<file path="src/rtl/if_stage.sv">
// Instruction-fetch stage: 64-word instruction memory, fetch PC and the IF/ID
// pipeline register. Branches resolved in ID redirect the PC and flush IF/ID.
module if_stage (
   input  logic        clk,
   input  logic        rst,
   input  logic        freeze,
   input  logic        br_taken,
   input  logic [31:0] br_offset,
   input  logic        imem_we,
   input  logic [5:0]  imem_waddr,
   input  logic [31:0] imem_wdata,
   output logic [31:0] instruction,
   output logic [31:0] pc_out,
   output logic [31:0] pc,
   output logic [15:0] fetch_count
);

   logic [31:0] r_imem [64];
   logic [31:0] r_pc;
   logic [31:0] r_instr;
   logic [31:0] r_pc_out;
   logic [15:0] r_cnt;

   logic [31:0] w_fetch;
   logic [31:0] w_pc_plus4;
   logic [31:0] w_target;

   // Not reset: program contents must survive a pipeline reset.
   always_ff @(posedge clk) begin
      if (imem_we)
         r_imem[imem_waddr] <= imem_wdata;
   end

   always_comb begin
      w_fetch    = r_imem[r_pc[7:2]];
      w_pc_plus4 = r_pc + 32'd4;
      w_target   = r_pc_out + (br_offset << 2);
   end

   always_ff @(posedge clk or posedge rst) begin
      if (rst) begin
         r_pc     <= '0;
         r_instr  <= '0;
         r_pc_out <= '0;
         r_cnt    <= '0;
      end else if (br_taken) begin
         r_pc     <= w_target;
         r_instr  <= '0;
         r_pc_out <= '0;
      end else if (!freeze) begin
         r_pc     <= w_pc_plus4;
         r_instr  <= w_fetch;
         r_pc_out <= w_pc_plus4;
         if (r_cnt != '1)
            r_cnt <= r_cnt + 16'd1;
      end
   end

   always_comb begin
      pc          = r_pc;
      instruction = r_instr;
      pc_out      = r_pc_out;
      fetch_count = r_cnt;
   end

endmodule

</file>
<file path="config.mk">
export PLATFORM = sky130hd
export DESIGN_NAME = if_stage
export DESIGN_NICKNAME = d
export VERILOG_FILES = /design/src/rtl/if_stage.sv
export SDC_FILE = /design/constraint.sdc
export NUM_CORES = 2
export LEC_CHECK = 0
export CAP_MARGIN = 20
export CORE_ASPECT_RATIO = 0.75
export CORE_MARGIN = 4
export CORE_UTILIZATION = 45
export DETAILED_ROUTE_END_ITERATION = 16
export PLACE_DENSITY = 0.59
export REMOVE_ABC_BUFFERS = 1
export SYNTH_ARGS = -nofsm -noshare
export SYNTH_HDL_FRONTEND = slang
export SYNTH_SLANG_ARGS = --single-unit
</file>
<file path="constraint.sdc">
create_clock -name clk -period 6.4 [get_ports clk]
set_input_delay 1.28 -clock clk [delete_from_list [all_inputs] [get_ports clk]]
set_output_delay 1.28 -clock clk [all_outputs]
set_load 0.03 [all_outputs]
</file>
==> impl_results.md <==
- Final Critical Period: approximately 4 ns
- #FFs+latches synth: around 2200
- Mean Syn Cell Area: ~22 um^2
- Clk pwr share: a little over a third
- Gr usage total: approximately a fifth
- Vias: ~41000
- Status: complete, no violations
- Die Span X: 510 um
- Top cell type's share of synthesized area: between 70 and 80%
- Rows: 137
- Worst skew pair latency: slightly above 0.8 ns
- Clock root buffer: clkbuf_16
- Worst Tran Pin Value: between 1 and 1.5 ns
- DRT antenna net count: 0
- Die area: ~200000 um^2
- Top_reg_cell synth: edfxtp_1
- Combinational power share: 17.0%
- DRT iter0 DRCs: 4815
- Setup CP Type: flop to output port
- Final TNS setup: 0 ns
- Initial core utilization: 45.5%
- Adder-cell share of the synthesized area: less than 1%
- Hold buffer count at CTS: 0
- Initial antenna violation count: 2
- Int Pwr: 0.0247 W
- IO Pins: between 150 and 200
- Reg power frac: 48.3%
- Simple-gate share of the synthesized area: about 2.2%
- DR pass1 iterations: 8
- Nets@finish: 4370
- Clock skew: between 0.015 and 0.02 ns
- Max incr delay on CP: between 0.9 and 1 ns
- CTS Buffer Depth: 3
- Synth Area in XOR/XNOR: less than 1%
- Complex-gate fraction of the synthesized area: about 2.4%
- Slowest-stage cell, CP: dfrtp_4
- Largest net degree at the start of global routing: 79
- Final hold violations: 0
- CP Data Required Time: slightly above 5 ns
- Worst hold start: fetch_count[11]
- CTS buffer count: a little under 200
- Largest family of logic cells by synthesized area: multiplexers
- Sequential-to-total area share from yosys stat: 75.5%
- Worst Hold Path EP: fetch_count[11]
- DR vias/cell: 5.92
- Placed wire-length estimate: 120000 um
- Reg clk slew, reported paths: 0.06 ns
- Number of global-route vias before repair: ~40000
- R2r setup slk: 2.51 ns
- Area of the multi-input gates: a little over 20000 um^2
- Ys Warns: 0
- Max Fclk: ~250 MHz
- Post-CTS Setup Inserts: 0
- CP startpoint: pc[2]
- Max cap viols: 0
- Synth area leaders: edfxtp_1, mux4_2, dfrtp_1, mux2i_1, nor2_1
- RR Startpoint: pc[2]
- Mux cell area share after synthesis: approximately 17%
- Asr flop ratio synth: roughly 5.2%
- Die H: between 300 and 400 um
- Synth Instances: ~3900
- Layout cell share with drive strength beyond 1: a little over a quarter
- Area Growth Syn to Fin: 14.3%
- Overflow after GRT: 0
- Post-synth EDFFs: a little over 2000
- Port bufs: 184
- Worst-path cell chain: clkdlybuf4s50_1
- Worst-case vdd ir drop: between 200 and 250 uV
- Unrepaired setup endpoints after global routing: false
- Tot Pwr: between 0.03 and 0.04 W
- H-Tree Depth: 4
- CP Data Arrival Time: ~2.8 ns
- Static leakage: a little over 30 nW
- PwrDens: 343 nW/um^2
- CTS tree: done
- Routed WL: just over 200000 um
- Post-CTS Resized: 0
- Worst Path Max Fanout: 33
- CP top delay family: flip-flops
- P_sw: roughly 0.0087 W
- Startpoint Class: flop
- DRC Markers: 0
- Relative slew slack: 23.9%
- Synth Cell Area: between 80000 and 90000 um^2
- CP bufs+invs: 1
- Final period util: 63.0%
- # fillers: around 15000
- Setup crit end kind: output port
- Hold Crit Depth: 1
- Final setup fails: 0
- Register area: 64300 um^2
- Worst hold path class: flop to flop
- End of the worst register-to-register path: instruction[26]
- DR WL/cell: ~29 um
- Synth area leader: edfxtp_1
- Switching Share: 26.0%
- Core Box Area: approximately 190000 um^2
- Reg2Reg Depth: 8
- CTS Sinks: between 2000 and 2500
- GP Congestion: 0.796
- Slew Limit Fails: 0
- First-pass GRT wire length: 297000 um
- Hold_ws: between 0.4 and 0.5 ns
- Synth unique cells: 66
synthesized netlist by cell type, drive strengths merged, types with 30 or more instances:
cell	instances
nand2	88
dfrtp	112
ha	31
xor2	40
xnor2	45
clkbuf	107
mux2	37
edfxtp	2048
nor2b	30
mux2i	87
nor3	31
o21ai	59
nor2	157
buf	103
a21oi	92
mux4	592
stage by stage:
step	setup slack, ns	util (%)	instance area, um^2	instances
after floorplan	-15.68	-	84100	3733
after global placement	1.79	48.4	90600	6545
after detailed placement	1.77	48.5	90600	6548
after CTS	2.28	51.8	96900	6920
after global routing	2.22	52.0	97300	6938
final	2.37	52.0	97300	6938
state kept, by name, summed over array words and instances, names as in the netlist:
signal	count
instruction	32
fetch_count	16
pc_out	32
pc	32
r_imem	2048
worst max path at each step:
stage	to	slack [ns]	depth (start not counted)
2_1_floorplan	pc[30]	-15.68	8
3_3_place_gp	r_imem[38][23]	1.79	5
3_5_place_dp	r_imem[38][23]	1.77	5
4_1_cts	pc[2]	2.28	1
5_1_grt	pc[2]	2.22	1
6_report	pc[2]	2.37	1
final cells by class:
| class | instances | area share [%] |
|---|---|---|
| sequential | 2160 | 66.1 |
| multi-input combinational | 1549 | 20.8 |
| clock buffer | 255 | 5.53 |
| timing repair buffer | 330 | 3.31 |
| tap | 2502 | 3.22 |
| clock inverter | 117 | 0.950 |
| inverter | 24 | 0.0977 |
| antenna | 1 | 0.00257 |
power by group through the flow:
stage / clock network [W] / registers [W] / logic, W
after floorplan: 0 / 0.0172 / 0.00522
after global placement: 0 / 0.0164 / 0.00571
after detailed placement: 0 / 0.0165 / 0.00574
after CTS: 0.0118 / 0.0162 / 0.00575
after global routing: 0.0124 / 0.0162 / 0.00604
final: 0.0116 / 0.0161 / 0.00567
metal layers:
layer	vias up	part of all wire (%)	global-route usage, %
met4	0	1.7	4.19
met3	231	6.0	3.02
met2	1374	46	30.9
met1	22300	47	33.1
met5	-	0	0
li1	17200	-	-
cell families after synthesis:
| kind of cell | Yosys count |
|---|---|
| flip-flops | 2160 |
| adder cells (fa/ha/maj) | 32 |
| multiplexers | 716 |
| buffers and inverters | 234 |
| AND/OR/NAND/NOR | 402 |
| XOR/XNOR | 85 |
| AO/OA/AOI/OAI | 314 |
layout by cell type, fill, tap and decap left out, types with 16 or more instances in the layout:
cell type,netlist,layout
a221oi_1,17,17
nand2_1,88,87
mux2_2,37,37
o211ai_1,29,29
buf_4,23,112
dfrtp_1,112,107
mux2i_1,87,87
clkinv_1,0,50
mux4_2,592,592
clkdlybuf4s50_1,0,150
ha_1,31,31
edfxtp_1,2048,2048
clkinv_2,0,35
a21o_1,16,16
a211oi_1,21,21
o21ai_0,48,48
a21boi_0,16,16
clkbuf_1,107,42
a2111oi_0,20,20
nor2_1,157,95
nor2_4,0,62
nand3_1,22,22
xnor2_1,45,45
xor2_1,40,40
buf_2,47,32
nor2b_1,30,29
buf_12,0,36
inv_1,24,23
nor3_1,28,26
a21oi_1,92,92
clkbuf_16,0,203
Power figures use the tool's default switching activity.
